File: src/rtl/pipe_stage_reg.sv
// ============================================================================
// pipe_stage_reg : MEM/WB pipeline register with a one-entry skid buffer
// Revision 1.0
// ============================================================================
`default_nettype none

module pipe_stage_reg #(
  parameter int DATA_W = 8,
  parameter int RA_W   = 3
) (
  input  logic              clk,
  input  logic              rst,
  input  logic              in_valid,
  output logic              in_ready,
  input  logic              flush,
  input  logic              memToReg_i,
  input  logic              regWrite_i,
  input  logic [DATA_W-1:0] readData_i,
  input  logic [DATA_W-1:0] aluRes_i,
  input  logic [RA_W-1:0]   rd_i,
  output logic              out_valid,
  input  logic              out_ready,
  output logic              memToReg_o,
  output logic              regWrite_o,
  output logic [DATA_W-1:0] readData_o,
  output logic [DATA_W-1:0] aluRes_o,
  output logic [RA_W-1:0]   rd_o,
  output logic [DATA_W-1:0] wbData_o,
  output logic [1:0]        occupancy
);

  // Payload layout: {memToReg, regWrite, readData, aluRes, rd}
  localparam int PW = 2 + 2 * DATA_W + RA_W;

  logic          main_valid_q, main_valid_d;
  logic          skid_valid_q, skid_valid_d;
  logic [PW-1:0] main_q, main_d;
  logic [PW-1:0] skid_q, skid_d;

  logic          w_accept;
  logic          w_main_free;
  logic [PW-1:0] w_in_beat;

  assign w_in_beat   = {memToReg_i, regWrite_i, readData_i, aluRes_i, rd_i};
  assign in_ready    = ~skid_valid_q;
  assign w_accept    = in_valid & in_ready;
  // Main can take a new beat when it is empty or being consumed this cycle.
  assign w_main_free = ~main_valid_q | out_ready;

  always_comb begin
    main_valid_d = main_valid_q;
    skid_valid_d = skid_valid_q;
    main_d       = main_q;
    skid_d       = skid_q;
    if (flush) begin
      main_valid_d = 1'b0;
      skid_valid_d = 1'b0;
    end else if (w_main_free) begin
      if (skid_valid_q) begin
        // Skid holds the older beat; in_ready is low so no accept competes.
        main_d       = skid_q;
        main_valid_d = 1'b1;
        skid_valid_d = 1'b0;
      end else if (w_accept) begin
        main_d       = w_in_beat;
        main_valid_d = 1'b1;
      end else begin
        main_valid_d = 1'b0;
      end
    end else if (w_accept) begin
      skid_d       = w_in_beat;
      skid_valid_d = 1'b1;
    end
  end

  always_ff @(posedge clk or negedge rst) begin
    if (!rst) begin
      main_valid_q <= 1'b0;
      skid_valid_q <= 1'b0;
      main_q       <= '0;
      skid_q       <= '0;
    end else begin
      main_valid_q <= main_valid_d;
      skid_valid_q <= skid_valid_d;
      main_q       <= main_d;
      skid_q       <= skid_d;
    end
  end

  logic w_main_rw;

  assign {memToReg_o, w_main_rw, readData_o, aluRes_o, rd_o} = main_q;
  assign out_valid  = main_valid_q;
  assign regWrite_o = w_main_rw & main_valid_q;
  assign wbData_o   = memToReg_o ? readData_o : aluRes_o;
  assign occupancy  = {1'b0, main_valid_q} + {1'b0, skid_valid_q};

endmodule

`default_nettype wire

File: config.mk
export PLATFORM = sky130hd
export DESIGN_NAME = pipe_stage_reg
export DESIGN_NICKNAME = d
export VERILOG_FILES = /design/src/rtl/pipe_stage_reg.sv
export SDC_FILE = /design/constraint.sdc
export NUM_CORES = 1
export LEC_CHECK = 0
export BUFFER_PORTS_ARGS = -buffer_cell sky130_fd_sc_hd__buf_2
export CAP_MARGIN = 20
export CORE_ASPECT_RATIO = 0.6
export CORE_MARGIN = 4
export CORE_UTILIZATION = 56
export CTS_CLUSTER_DIAMETER = 40
export DETAILED_ROUTE_END_ITERATION = 12
export PLACE_DENSITY = 0.82
export SETUP_SLACK_MARGIN = 0.15
export SLEW_MARGIN = 20
export SYNTH_ARGS = -nofsm -noshare
export SYNTH_HDL_FRONTEND = slang
export SYNTH_SLANG_ARGS = --single-unit
File: constraint.sdc
create_clock -name clk -period 2.7 [get_ports clk]
set_input_delay 0.54 -clock clk [delete_from_list [all_inputs] [get_ports clk]]
set_output_delay 0.54 -clock clk [all_outputs]
set_load 0.005 [all_outputs]
### Yosys cells after proc, flatten, opt, wreduce, memory -nomap -nowiden

Cells that the tools add are included.

* register bits after elaboration: 44
* input bits: 26
* output and inout port bits: 33

* add/subtract/negate cells: 1
* mux-type cells: 10
* bitwise operators: 7
* reduce and logical (&&, ||, !) cells: 5

Operators with widths (number)
* 21-bit two-way mux: 2
* 8-bit two-way mux: 1
* 1-bit two-way mux: 7
* 3-bit AND reduction: 2
* 1-bit inverter: 4
* 2-bit nonzero test: 2
* 3-bit nonzero test: 1
* 1-bit by 1-bit adder with 2-bit output: 1
* 1-bit bitwise AND: 2
* 1-bit OR: 1

### Logic depth before layout (Yosys ltp)

Gate-level depths: netlist of the first run.

* depth after elaboration: 6
* mapped depth: 5
* mapped depth without buffers: 3

### Worst setup path before layout of the first run

Ideal clock, no wire load.

* path kind: input -> register
* start point: input out_ready
* end point: register skid_q[0]
* library setup time: 125 ps
* arrival: 1515 ps
* required time: 2575 ps
* slack: 1060 ps
* cell stages on the path: 4
* cells stage by stage: nand2b_4 > nor4b_4 > buf_6 > mux2_4

* longest elaborated chain between the ends: 3

Ends and longest elaborated chain
* start: declaration: line 22 `input logic out_ready,`
* 1-bit OR: line 48 `assign w_main_free = ~main_valid_q | out_ready;`
* 1-bit inverter (no line)
* 3-bit AND reduction (no line)
* end signal: assignment: line 86 `skid_q <= skid_d;`
* end: declaration: line 38 `logic [PW-1:0] skid_q, skid_d;`

Every way passes these cells.
A chain may end at the register's enable or synchronous reset.

### Worst setup path in the final report of the first run

* start point: register main_q[20]
* end point: output wbData_o[5]

* longest elaborated chain between the ends: 1

Ends and longest elaborated chain
* start: declaration: line 37 `logic [PW-1:0] main_q, main_d;`
* start signal: assignment: line 85 `main_q <= main_d;`
* 8-bit two-way mux: line 95 `assign wbData_o = memToReg_o ? readData_o : aluRes_o;`
* end: declaration: line 28 `output logic [DATA_W-1:0] wbData_o,`

Every way passes these cells.

==> results of run 1 <==
worst reg2reg max path: cells and delay by family (launching register included):
| family | cells | cell delay, ns |
|---|---|---|
| muxes | 1 | 0.39 |
| buffers and inverters | 1 | 0.31 |
| DFF | 1 | 0.60 |
| and+or+nand+nor | 2 | 0.33 |
where the power goes:
group / switching, mW / total (mW) / internal [mW]
registers: 0.0976 / 0.898 / 0.800
logic: 0.138 / 0.413 / 0.275
clock network: 0.225 / 0.499 / 0.275
total: 0.460 / 1.81 / 1.35
Yosys cell counts:
master                     count
sky130_fd_sc_hd__clkbuf_1      1
sky130_fd_sc_hd__dfrtp_1      44
sky130_fd_sc_hd__a21oi_1       1
sky130_fd_sc_hd__buf_6         6
sky130_fd_sc_hd__buf_4        20
sky130_fd_sc_hd__nand2b_4      1
sky130_fd_sc_hd__nor3_1        1
sky130_fd_sc_hd__inv_1         1
sky130_fd_sc_hd__nor2b_1       1
sky130_fd_sc_hd__and2_2        1
sky130_fd_sc_hd__ha_1          1
sky130_fd_sc_hd__nor4b_4       1
sky130_fd_sc_hd__mux2_2       44
sky130_fd_sc_hd__nor3_2        1
sky130_fd_sc_hd__mux2_1        7
sky130_fd_sc_hd__mux2_4       20
sky130_fd_sc_hd__nor2_1        1
metal layers:
| metal | up-vias | GRT usage |
|---|---|---|
| li1 | 596 | - |
| met1 | 654 | 0.218 |
| met2 | 38 | 0.276 |
| met3 | 8 | 0.0501 |
| met4 | 0 | 0.0763 |
| met5 | - | 0 |
metrics by stage:
stage | util | hold slack [ns] | std cells | total power [mW]
finish | 0.672 | 0.386 | 242 | 1.81
global route | 0.672 | 0.459 | 242 | 1.91
CTS | 0.672 | 0.417 | 242 | 1.83
detailed placement | 0.644 | 0.486 | 234 | 1.33
global placement | 0.644 | 0.463 | 234 | 1.30
floorplan | - | 0.244 | 152 | 1.22
cell families (layout without fill, tap and decap cells):
logic type,after synthesis,after routing,share of synthesized area
and+or+nand+nor,7,7,0.0306
DFF,44,44,0.481
buffers and inverters,28,71,0.0984
muxes,71,71,0.382
AOI/OAI and AO/OA,1,1,0.00218
adders and majority gates,1,1,0.00547
flip-flops by register name (all words and copies together), names as in the netlist:
register      flops
main_q           21
skid_q           21
out_valid         1
skid_valid_q      1
final cells by class:
cell class / instances / share of cell area
multi-input cells: 80 / 0.378
flip-flops and latches: 44 / 0.430
well taps: 47 / 0.0230
inverters: 1 / 0.00147
repair buffers: 62 / 0.125
clock buffers: 6 / 0.0283
clock inverters: 2 / 0.0137
path summary, 6_finish.rpt:
path / cells after the start / endpoint / startpoint
setup / recovery: 2 / wbData_o[5] / main_q[20]
hold / removal: 1 / main_q[19] / rst
setup reg to reg: 4 / main_q[4] / skid_valid_q
min in group clk: 2 / skid_q[9] / aluRes_i[6]
max in group asynchronous: 1 / skid_q[19] / rst
hold reg to reg: 1 / main_q[0] / main_q[0]
==> summary.txt, run 1 <==
Status
  • Outcome: finished, final reports clean

Synthesis
  • Syn nets: 179
  • Largest area contributor in the synthesized netlist: sky130_fd_sc_hd__dfrtp_1
  • Number of flip-flops and latches in the synthesized netlist: between 40 and 50
  • Portion of the post-synthesis area used by sequential elements: 0.481
  • Top-area cell type share of the netlist area: 0.481
  • Top area cells in the synthesized netlist: sky130_fd_sc_hd__dfrtp_1 48%, sky130_fd_sc_hd__mux2_2 22%, sky130_fd_sc_hd__mux2_4 13%
  • Post-synthesis cell count: 152
  • Per-instance average area after synthesis: roughly 15 um^2
  • Unique cell type count in the Yosys netlist: 17
  • Post-synth design cell area: approximately 2300 um^2
  • Warning count from the yosys run: 0

Floorplanning
  • Die X: 90.5 um
  • Die height: about 58 um
  • Die Outline Area: ~5200 um^2
  • Standard-cell row count: 17
  • Starting density of the core: 0.601
  • I/O pin count: around 60
  • Placeable core region: 3810 um^2

Detailed routing
  • DRT iter0 DRCs: 94
  • Met2 routed wirelength: 2.01 mm
  • Count of nets left with antenna violations after detail routing: 0
  • Length of the first detailed-routing pass in iterations: 4
  • Remaining design rule violation count: 0
  • Detailed-route vias per instance: 5.36
  • Highest Signal Layer: met4
  • Amount of wire on met3 after detailed routing: between 150 and 200 um
  • Wirelength per Cell: about 17 um
  • Vias after detailed routing: between 1k and 1.5k
  • Total Wirelength: 4.22 mm
  • Routed metal-1 wire length: a little under 2 mm

Finish
  • Layout overhead on the synthesized area: 11.9%
  • Area taken by multi-input logic gates: roughly 970 um^2
  • Most used cells in the layout excluding fill and tap cells: 58 x sky130_fd_sc_hd__buf_2, 44 x sky130_fd_sc_hd__mux2_2, 44 x sky130_fd_sc_hd__dfrtp_1, 20 x sky130_fd_sc_hd__mux2_4, 7 x sky130_fd_sc_hd__mux2_1
  • Layout cell share with drive strength beyond 1: 0.703
  • Area used by sequential logic in the layout: roughly 1100 um^2
  • Fin area: 2560 um^2
  • Number of nets in the finished design: ~220
  • Number of diodes: 0
  • Most common cell after layout, fill and taps aside: sky130_fd_sc_hd__buf_2
  • Fill cell instance count of the final layout: 258

Worst setup path
  • Worst-path maximum fanout: 10
  • Number of buffers and inverters on the critical path: 1
  • Cell-by-cell listing of the critical path: mux2_2 -> buf_2
  • Worst Setup Path Type: reg2out
  • Data required, critical path: around 2.2 ns
  • Delay-heaviest family, CP: flip-flops
  • Peak per-stage delay on the critical path: ~0.65 ns
  • Arrival time of data at the critical path endpoint: 1.47 ns
  • Critical path capture point type: primary output
  • Setup slack, reg-to-reg: about 0.97 ns
  • Critical Path Source Type: flop
  • Slowest cell on the critical path: sky130_fd_sc_hd__dfrtp_1

STA
  • Total Neg Setup Slack: 0 ns
  • Setup repair after global routing missed its margin: false
  • Worst slew slack as a fraction of its limit: 0.361
  • Highest clock rate: between 0.4 and 0.5 GHz
  • Final hold violation count: 0
  • Final count of pins violating max slew: 0
  • Worst-case setup margin in the final layout: ~0.69 ns
  • Final setup vio count: 0
  • Final min period: 2.01 ns
  • Slew of the pin with the lowest slew margin: ~0.96 ns
  • Skew final: a little over 0.009 ns
  • Final worst path period share: 0.743

Place
  • Total cell area at the placement stage: between 2000 and 2500 um^2
  • Place WS: between 0.8 and 0.9 ns
  • Placer Congestion: 0.772
  • Post-DP HPWL: about 2.9 mm
  • Total of buffers placed on input and output ports: 58

Clock tree
  • Gates resized, CTS repair: 0
  • Post-CTS clock slew at the launch and capture registers of the worst setup and hold paths: 0.09 ns
  • Bufs on Longest Clock Path: 2
  • Root buf cell: sky130_fd_sc_hd__clkbuf_8
  • Total clock buffers created by CTS: 5
  • Number of hold buffers added after cts: 0
  • Total setup buffers inserted after CTS: 0
  • Latest clock arrival within the worst-skew pair: about 0.29 ns
  • Clock tree from TritonCTS: done
  • Number of levels the H-tree was split into: 2
  • Clock Sink Count: 44

Power and ir drop
  • Highest ir drop seen on vdd: between 0.3 and 0.4 mV
  • Power density over the cells: 707 nW/um^2
  • Static power due to leakage: 1.21 nW

Run
  • Max_cap viols: 0

Global routing
  • Overflow left after global routing: 0
  • All-Layer GR Usage: 0.172
  • Antenna violations before repair: 0
  • Maximum number of pins on one net before global-route repair: between 40 and 50
  • Via count of the first global-routing pass: ~1.4k
  • Global-route wire length before repair: ~7 mm

Min path
  • HP Class: in2async
No activity file was read; power rests on OpenSTA's default activity.
==> inputs of run 2 (changes only) <==
--- a/config.mk
+++ b/config.mk
@@ -9,10 +9,10 @@
 export CAP_MARGIN = 20
 export CORE_ASPECT_RATIO = 0.6
 export CORE_MARGIN = 4
-export CORE_UTILIZATION = 56
+export CORE_UTILIZATION = 47
 export CTS_CLUSTER_DIAMETER = 40
 export DETAILED_ROUTE_END_ITERATION = 12
-export PLACE_DENSITY = 0.82
+export PLACE_DENSITY = 0.73
 export SETUP_SLACK_MARGIN = 0.15
 export SLEW_MARGIN = 20
 export SYNTH_ARGS = -nofsm -noshare
==> constraint.sdc (replaced) <==
create_clock -name clk -period 1.8 [get_ports clk]
set_input_delay 0.36 -clock clk [delete_from_list [all_inputs] [get_ports clk]]
set_output_delay 0.36 -clock clk [all_outputs]
set_load 0.005 [all_outputs]
==> run 2 against run 1 <==
Net effect:
- final cell count grew 9.1%
- first-iteration DRC count shrank 84%
- non-clock buffer count rose by 6
- cell area grew 3.4%
- worst hold slack got worse by 0.37 ns
- clock power rose by 25%
- critical path type unchanged
==> summary.txt, run 2 (synthesis gave the netlist of run 1 again) <==
Detailed routing
  • Total Wirelength: 4.49 mm (was 4.22 mm)
  • Wirelength per Cell: 17.0 um (was 17.4 um)
  • DRT iter0 DRCs: 15 (was 94)
  • Count of nets left with antenna violations after detail routing: 0 (unchanged)
  • Remaining design rule violation count: 0 (unchanged)
  • Vias after detailed routing: 1332 (was 1296)
  • Length of the first detailed-routing pass in iterations: 3 (was 4)
  • Detailed-route vias per instance: 5.05 (was 5.36)

STA
  • Total Neg Setup Slack: 0 ns (unchanged)
  • Final count of pins violating max slew: 0 (unchanged)
  • Highest clock rate: roughly 0.61 GHz
  • Skew final: 0.0118 ns (was 0.00935 ns)
  • Setup repair after global routing missed its margin: true (was false)
  • Final min period: roughly 1.6 ns
  • Final hold violation count: 0 (unchanged)
  • Final setup vio count: 0 (unchanged)
  • Slew of the pin with the lowest slew margin: 0.506 ns (was 0.958 ns)
  • Worst slew slack as a fraction of its limit: 0.663 (was 0.361)
  • Worst-case setup margin in the final layout: 0.151 ns (was 0.693 ns)
  • Final worst path period share: 0.916

Floorplanning
  • Die height: 62.1 um (was 57.5 um)
  • Starting density of the core: 0.494 (was 0.601)
  • I/O pin count: 59 (unchanged)
  • Standard-cell row count: 19 (was 17)
  • Die X: 98.1 um (was 90.5 um)
  • Placeable core region: 4640 um^2 (was 3810 um^2)
  • Die Outline Area: 6090 um^2 (was 5210 um^2)

Finish
  • Count of non-filler cells in the finished layout: 264 (was 242)
  • Number of diodes: 0 (unchanged)
  • Most common cell after layout, fill and taps aside: sky130_fd_sc_hd__buf_2 (unchanged)
  • Layout overhead on the synthesized area: 15.6% (was 11.9%)
  • Number of nets in the finished design: 227 (was 221)
  • Registers with the highest flip-flop counts: main_q x21, skid_q x21 (unchanged)
  • Most used cells in the layout excluding fill and tap cells: 57 x sky130_fd_sc_hd__buf_2, 43 x sky130_fd_sc_hd__mux2_2, 42 x sky130_fd_sc_hd__dfrtp_1, 21 x sky130_fd_sc_hd__mux2_4, 7 x sky130_fd_sc_hd__mux2_1 (was 58 x sky130_fd_sc_hd__buf_2, 44 x sky130_fd_sc_hd__mux2_2, 44 x sky130_fd_sc_hd__dfrtp_1, 20 x sky130_fd_sc_hd__mux2_4, 7 x sky130_fd_sc_hd__mux2_1)
  • Layout cell share with drive strength beyond 1: 0.726 (was 0.703)
  • Fin area: 2650 um^2 (was 2560 um^2)

Run
  • Max_cap viols: 0 (unchanged)

Power and ir drop
  • Power dissipated by switching net loads: 0.723 mW (was 0.460 mW)
  • Logic pwr share: 0.260 (was 0.228)
  • Total power: 2.65 mW (was 1.81 mW)
  • Switching part of the total: 0.273 (was 0.254)
  • Sequential fraction of design power: 0.505 (was 0.496)
  • Design internal power: 1.93 mW (was 1.35 mW)
  • Clk pwr share: 0.235 (was 0.276)
  • Power density over the cells: 1000 nW/um^2 (was 707 nW/um^2)
  • Highest ir drop seen on vdd: 0.486 mV (was 0.391 mV)
  • Static power due to leakage: 1.23 nW (was 1.21 nW)

Place
  • Place WS: 0.104 ns (was 0.874 ns)
  • Total of buffers placed on input and output ports: 58 (unchanged)
  • Placer Congestion: 0.738 (was 0.772)
  • Post-DP HPWL: 3.31 mm (was 2.95 mm)
  • Total cell area at the placement stage: 2510 um^2 (was 2450 um^2)
  • Inst Count DP: 253 (was 234)

Worst setup path
  • Arrival time of data at the critical path endpoint: 1.29 ns (was 1.47 ns)
  • Worst Setup Path Type: reg2out (unchanged)
  • Setup slack, reg-to-reg: 0.25 ns (was 0.97 ns)
  • Worst-path maximum fanout: 3 (was 10)
  • Endpoint of the most critical register-to-register path: skid_q[16] (was main_q[4])
  • Depth of the most critical reg-to-reg path: 4 (unchanged)
  • Critical path capture point type: primary output (unchanged)
  • Critical Path Source Type: flop (unchanged)
  • Data required, critical path: 1.44 ns (was 2.16 ns)
  • Worst reg2reg path startpoint: out_valid (was skid_valid_q)

Clock tree
  • Total clock buffers created by CTS: 5 (unchanged)
  • Bufs on Longest Clock Path: 2 (unchanged)
  • Root buf cell: sky130_fd_sc_hd__clkbuf_8 (unchanged)
  • Number of levels the H-tree was split into: 2 (unchanged)
  • Post-CTS clock slew at the launch and capture registers of the worst setup and hold paths: 0.09 ns (about the same)
  • Clock tree from TritonCTS: done (unchanged)
  • Latest clock arrival within the worst-skew pair: 0.30 ns (was 0.29 ns)
  • Number of hold buffers added after cts: 0 (unchanged)
  • Clock Sink Count: 44 (unchanged)

Status
  • Outcome: finished, final reports clean (unchanged)

Global routing
  • Overflow left after global routing: 0 (unchanged)
  • Via count of the first global-routing pass: 1451 (was 1401)
  • Global-route wire length before repair: 7.30 mm (was 6.92 mm)
  • All-Layer GR Usage: 0.158 (was 0.172)
  • Antenna violations before repair: 0 (unchanged)
  • Maximum number of pins on one net before global-route repair: 25 (was 45)

Min path
  • HP Class: in2async (unchanged)
==> run 2: cell types whose count changed in the layout (fill, tap and decap cells not counted), sizes merged <==
cell / before / now
buf: 62 / 68
bufinv: 1 / 0
clkbuf: 6 / 5
clkinvlp: 0 / 2
==> run 2: power groups by stage <==
stage                     sequential, mW  clock [mW]  combinational (mW)
after floorplan                     1.30           0               0.523
after global placement              1.35           0               0.618
after detailed placement            1.37           0               0.643
after CTS                           1.34       0.641               0.686
after global routing                1.36       0.690               0.751
final                               1.34       0.622               0.690
==> run 2: worst max-delay path, cell delays in order (launching register included) <==
cell                      delay [ns]
sky130_fd_sc_hd__dfrtp_2        0.40
sky130_fd_sc_hd__buf_6          0.13
sky130_fd_sc_hd__mux2_2         0.34
sky130_fd_sc_hd__buf_2          0.13
==> run 2: timing repair <==
item / 4_1_cts / 5_1_grt
endpoints found under the setup margin: 8 / 40
setup buffers: 3 / 0
cloned: 0 / 0
gates resized for setup: 2 / 6
==> run 2: layer usage <==
metal	track usage	share of wire	vias up
met5	0	0	-
met4	0.0296	0.0036	0
met3	0.0513	0.055	3
li1	-	-	607
met1	0.202	0.45	686
met2	0.271	0.49	36
==> run 2: stage by stage <==
stage | hold WS, ns | utilization
after global placement | 0.347 | 0.541
after CTS | 0.0334 | 0.566
after detailed placement | 0.364 | 0.541
after global routing | 0.0458 | 0.571
final | 0.0180 | 0.571
after floorplan | 0.0644 | -
==> run 2: worst max path at each step <==
stage	cells past startpoint	end	slack (ns)	from
after global placement	5	skid_q[15]	0.16	out_ready
after detailed placement	5	skid_q[15]	0.10	out_ready
after global routing	3	wbData_o[6]	0.09	main_q[20]
final	3	wbData_o[6]	0.15	main_q[20]
after CTS	3	wbData_o[2]	0.15	main_q[20]
after floorplan	4	skid_q[0]	0.30	skid_valid_q
==> run 2: area by class of cell <==
cell class / count / area [um^2]
fillers: 402 / 1990
inverters: 1 / 3.75
clock inverters: 3 / 23.8
repair buffers: 68 / 395
flip-flops and latches: 44 / 1100
well taps: 63 / 78.8
multi-input cells: 80 / 972
clock buffers: 5 / 68.8
==> inputs of run 3 (changes only) <==
--- a/config.mk
+++ b/config.mk
@@ -5,6 +5,7 @@
 export SDC_FILE = /design/constraint.sdc
 export NUM_CORES = 1
 export LEC_CHECK = 0
+export ABC_AREA = 1
 export BUFFER_PORTS_ARGS = -buffer_cell sky130_fd_sc_hd__buf_2
 export CAP_MARGIN = 20
 export CORE_ASPECT_RATIO = 0.6
@@ -13,8 +14,8 @@
 export CTS_CLUSTER_DIAMETER = 40
 export DETAILED_ROUTE_END_ITERATION = 12
 export PLACE_DENSITY = 0.73
+export REMOVE_ABC_BUFFERS = 1
 export SETUP_SLACK_MARGIN = 0.15
-export SLEW_MARGIN = 20
 export SYNTH_ARGS = -nofsm -noshare
 export SYNTH_HDL_FRONTEND = slang
 export SYNTH_SLANG_ARGS = --single-unit
==> run 3 against run 2 <==
Net effect:
- combinational power down 22%
- via count up 50%
- synthesized cell count up 95%
- register-to-register slack better by 0.17 ns
- die area down 0.98%
- wire length up 20%
- clock skew down 0.0038 ns
- area after synthesis down 1.1%
- final cell count up 53%
- largest cell class unchanged
- highest routed layer unchanged
==> summary.txt, run 3 <==
Status
  • Outcome: finished, final reports clean (unchanged)

STA
  • Worst-case setup margin in the final layout: 0.152 ns (was 0.151 ns)
  • Final worst path period share: 0.915 (was 0.916)
  • Slew of the pin with the lowest slew margin: 0.556 ns (was 0.506 ns)
  • Final setup vio count: 0 (unchanged)
  • Setup repair after global routing missed its margin: true (unchanged)
  • Total Neg Setup Slack: 0 ns (unchanged)
  • Final min period: 1.65 ns (about the same)
  • Skew final: 0.00801 ns (was 0.0118 ns)
  • Worst slew slack as a fraction of its limit: 0.630 (was 0.663)
  • Highest clock rate: 0.607 GHz (was 0.606 GHz)
  • Final count of pins violating max slew: 0 (unchanged)
  • Final hold violation count: 0 (unchanged)

Floorplanning
  • Standard-cell row count: 19 (unchanged)
  • Placeable core region: 4610 um^2 (was 4640 um^2)
  • Die Outline Area: 6030 um^2 (was 6090 um^2)
  • I/O pin count: 59 (unchanged)
  • Die X: 97.6 um (was 98.1 um)
  • Die height: 61.8 um (was 62.1 um)
  • Starting density of the core: 0.491 (was 0.494)

Worst setup path
  • Setup crit start: main_q[20] (unchanged)
  • Worst reg2reg path startpoint: out_valid (unchanged)
  • Peak per-stage delay on the critical path: 0.39 ns (was 0.40 ns)
  • Cell-by-cell listing of the critical path: buf_4 -> mux2_2 -> buf_2 (was buf_6 -> mux2_2 -> buf_2)
  • Number of buffers and inverters on the critical path: 2 (unchanged)
  • Data required, critical path: 1.44 ns (about the same)
  • Critical Path Source Type: flop (unchanged)
  • Worst-path maximum fanout: 3 (unchanged)
  • Setup slack, reg-to-reg: 0.42 ns (was 0.25 ns)
  • Depth of the most critical reg-to-reg path: 5 (was 4)
  • Delay-heaviest family, CP: flip-flops (unchanged)
  • Arrival time of data at the critical path endpoint: 1.29 ns (about the same)
  • Worst Setup Path Type: reg2out (unchanged)
  • Slowest cell on the critical path: sky130_fd_sc_hd__dfrtp_2 (unchanged)
  • Critical path capture point type: primary output (unchanged)
  • Endpoint of the most critical register-to-register path: main_q[18] (was skid_q[16])

Clock tree
  • Total clock buffers created by CTS: 5 (unchanged)
  • Clock tree from TritonCTS: done (unchanged)
  • Bufs on Longest Clock Path: 2 (unchanged)
  • Number of hold buffers added after cts: 0 (unchanged)
  • Root buf cell: sky130_fd_sc_hd__clkbuf_8 (unchanged)
  • Post-CTS clock slew at the launch and capture registers of the worst setup and hold paths: 0.08 ns (was 0.09 ns)
  • Clock Sink Count: 44 (unchanged)
  • Latest clock arrival within the worst-skew pair: 0.30 ns (about the same)
  • Number of levels the H-tree was split into: 2 (unchanged)

Power and ir drop
  • Power density over the cells: 982 nW/um^2 (was 1000 nW/um^2)
  • Total power: 2.58 mW (was 2.65 mW)
  • Static power due to leakage: 1.54 nW (was 1.23 nW)
  • Highest ir drop seen on vdd: 0.444 mV (was 0.486 mV)

Finish
  • Fin area: 2630 um^2 (was 2650 um^2)
  • Fraction of the core area covered by cells at the end of the flow: 0.570 (was 0.571)
  • Most common cell after layout, fill and taps aside: sky130_fd_sc_hd__nand2_1 (was sky130_fd_sc_hd__buf_2)
  • Fill cell instance count of the final layout: 464 (was 402)
  • Number of diodes: 0 (unchanged)
  • Registers with the highest flip-flop counts: main_q x21, skid_q x21 (unchanged)
  • Layout overhead on the synthesized area: 16.1% (was 15.6%)
  • Number of nets in the finished design: 366 (was 227)
  • Layout cell share with drive strength beyond 1: 0.268 (was 0.726)
  • Most used cells in the layout excluding fill and tap cells: 150 x sky130_fd_sc_hd__nand2_1, 58 x sky130_fd_sc_hd__buf_2, 44 x sky130_fd_sc_hd__nand3_1, 43 x sky130_fd_sc_hd__dfrtp_1, 12 x sky130_fd_sc_hd__buf_4 (was 57 x sky130_fd_sc_hd__buf_2, 43 x sky130_fd_sc_hd__mux2_2, 42 x sky130_fd_sc_hd__dfrtp_1, 21 x sky130_fd_sc_hd__mux2_4, 7 x sky130_fd_sc_hd__mux2_1)

Detailed routing
  • Count of nets left with antenna violations after detail routing: 0 (unchanged)
  • Remaining design rule violation count: 0 (unchanged)
  • Detailed-route vias per instance: 4.97 (was 5.05)
  • DRT iter0 DRCs: 85 (was 15)
  • Total Wirelength: 5.39 mm (was 4.49 mm)
  • Wirelength per Cell: 13.4 um (was 17.0 um)
  • Vias after detailed routing: 2001 (was 1332)
  • Length of the first detailed-routing pass in iterations: 4 (was 3)

Place
  • Total of buffers placed on input and output ports: 58 (unchanged)
  • Post-DP HPWL: 3.46 mm (was 3.31 mm)
  • Place WS: 0.274 ns (was 0.104 ns)
  • Placer Congestion: 0.797 (was 0.738)
  • Total cell area at the placement stage: 2480 um^2 (was 2510 um^2)

Global routing
  • Antenna violations before repair: 0 (unchanged)
  • Maximum number of pins on one net before global-route repair: 45 (was 25)
  • Overflow left after global routing: 0 (unchanged)
  • All-Layer GR Usage: 0.199 (was 0.158)
  • Via count of the first global-routing pass: 1791 (was 1451)
  • Global-route wire length before repair: 9.13 mm (was 7.30 mm)

Synthesis
  • Per-instance average area after synthesis: 7.65 um^2 (was 15.1 um^2)
  • Post-synth design cell area: 2260 um^2 (was 2290 um^2)
  • Most instantiated cells after synthesis: 150 x sky130_fd_sc_hd__nand2_1, 44 x sky130_fd_sc_hd__dfrtp_1, 44 x sky130_fd_sc_hd__nand3_1 (was 44 x sky130_fd_sc_hd__dfrtp_1, 44 x sky130_fd_sc_hd__mux2_2, 20 x sky130_fd_sc_hd__buf_4, 20 x sky130_fd_sc_hd__mux2_4, 7 x sky130_fd_sc_hd__mux2_1)
  • Predominant post-synthesis flop cell: sky130_fd_sc_hd__dfrtp_1 (unchanged)
  • Number of synthesized flops with an enable pin: 0 (unchanged)
  • Top-area cell type share of the netlist area: 0.486 (was 0.481)
  • Post-synthesis cell count: 296 (was 152)
  • Most frequently used cell type in the post-synthesis netlist: sky130_fd_sc_hd__nand2_1
  • Unique cell type count in the Yosys netlist: 13 (was 17)
  • Portion of the post-synthesis area used by sequential elements: 0.486 (was 0.481)
  • Warning count from the yosys run: 0 (unchanged)
  • Top area cells in the synthesized netlist: sky130_fd_sc_hd__dfrtp_1 49%, sky130_fd_sc_hd__nand2_1 25%, sky130_fd_sc_hd__nand3_1 9.7% (was sky130_fd_sc_hd__dfrtp_1 48%, sky130_fd_sc_hd__mux2_2 22%, sky130_fd_sc_hd__mux2_4 13%)
  • Async set-reset flop share out of synthesis: 1.00 (unchanged)
  • Largest area contributor in the synthesized netlist: sky130_fd_sc_hd__dfrtp_1 (unchanged)
  • Number of flip-flops and latches in the synthesized netlist: 44 (unchanged)

Run
  • Max_cap viols: 0 (unchanged)

Min path
  • HP Class: in2async (unchanged)
-- run 3: cell count changes after synthesis, moves of 2 or more --
cell	change
sky130_fd_sc_hd__buf_2	+15
sky130_fd_sc_hd__buf_6	-6
sky130_fd_sc_hd__inv_1	+2
sky130_fd_sc_hd__inv_2	+3
sky130_fd_sc_hd__mux2_1	-7
sky130_fd_sc_hd__mux2_2	-36
sky130_fd_sc_hd__mux2_4	-20
sky130_fd_sc_hd__nand2_1	+150
sky130_fd_sc_hd__nand3_1	+44
sky130_fd_sc_hd__nor2_1	+4
-- run 3: area by class of cell --
class | count | area (um^2) | area share
inverters | 6 | 22.5 | 0.00857
clock buffers | 6 | 72.6 | 0.0276
multi-input cells | 210 | 915 | 0.348
clock inverters | 2 | 35.0 | 0.0133
repair buffers | 72 | 403 | 0.153
flip-flops and latches | 44 | 1100 | 0.419
well taps | 63 | 78.8 | 0.0300
-- run 3: routing by layer --
metal / GRT usage / up-vias / part of all wire
met2: 0.295 / 80 / 0.42
met3: 0.0479 / 6 / 0.080
li1: - / 998 / -
met4: 0.0651 / 0 / 0.010
met5: 0 / - / 0
met1: 0.292 / 917 / 0.49
-- run 3: kinds of logic (layout without fill, tap and decap cells) --
group / after synthesis / after routing / synth area share
AOI/OAI and AO/OA: 1 / 1 / 0.00221
adders and majority gates: 1 / 1 / 0.00553
buffers and inverters: 42 / 86 / 0.109
DFF: 44 / 44 / 0.486
muxes: 8 / 8 / 0.0398
and+or+nand+nor: 200 / 200 / 0.357
-- run 3: report_power, final --
part           switching [mW]  total (mW)  leakage [nW]  internal (mW)
registers               0.112        1.28         0.552           1.17
logic                   0.282       0.539         0.937          0.258
clock network           0.347       0.759        0.0552          0.412
-- run 3: worst reg2reg max path, stage by stage, from the launching register on --
cell                      delay [ns]
sky130_fd_sc_hd__dfrtp_1        0.42
sky130_fd_sc_hd__nand2_1        0.12
sky130_fd_sc_hd__nand3_1        0.29
sky130_fd_sc_hd__buf_4          0.31
sky130_fd_sc_hd__nand2_1        0.07
sky130_fd_sc_hd__nand2_1        0.06
-- run 3: how the worst max path moves through the flow --
stage / to / slack, ns / depth (start not counted)
6_report: wbData_o[6] / 0.15 / 3
3_3_place_gp: wbData_o[4] / 0.30 / 2
5_1_grt: wbData_o[0] / 0.12 / 3
2_1_floorplan: skid_q[0] / -0.54 / 4
3_5_place_dp: wbData_o[6] / 0.27 / 2
4_1_cts: wbData_o[6] / 0.15 / 3
-- run 3: through the flow --
stage	std cells	hold slack, ns
after CTS	402	0.148
final	403	0.129
after detailed placement	391	0.459
after global placement	391	0.454
after floorplan	260	0.0644
after global routing	403	0.182
-- run 3: repair_timing --
action | CTS | global route
gates resized for setup | 3 | 1
buffers inserted | 3 | 1
endpoints found under the setup margin | 8 | 9
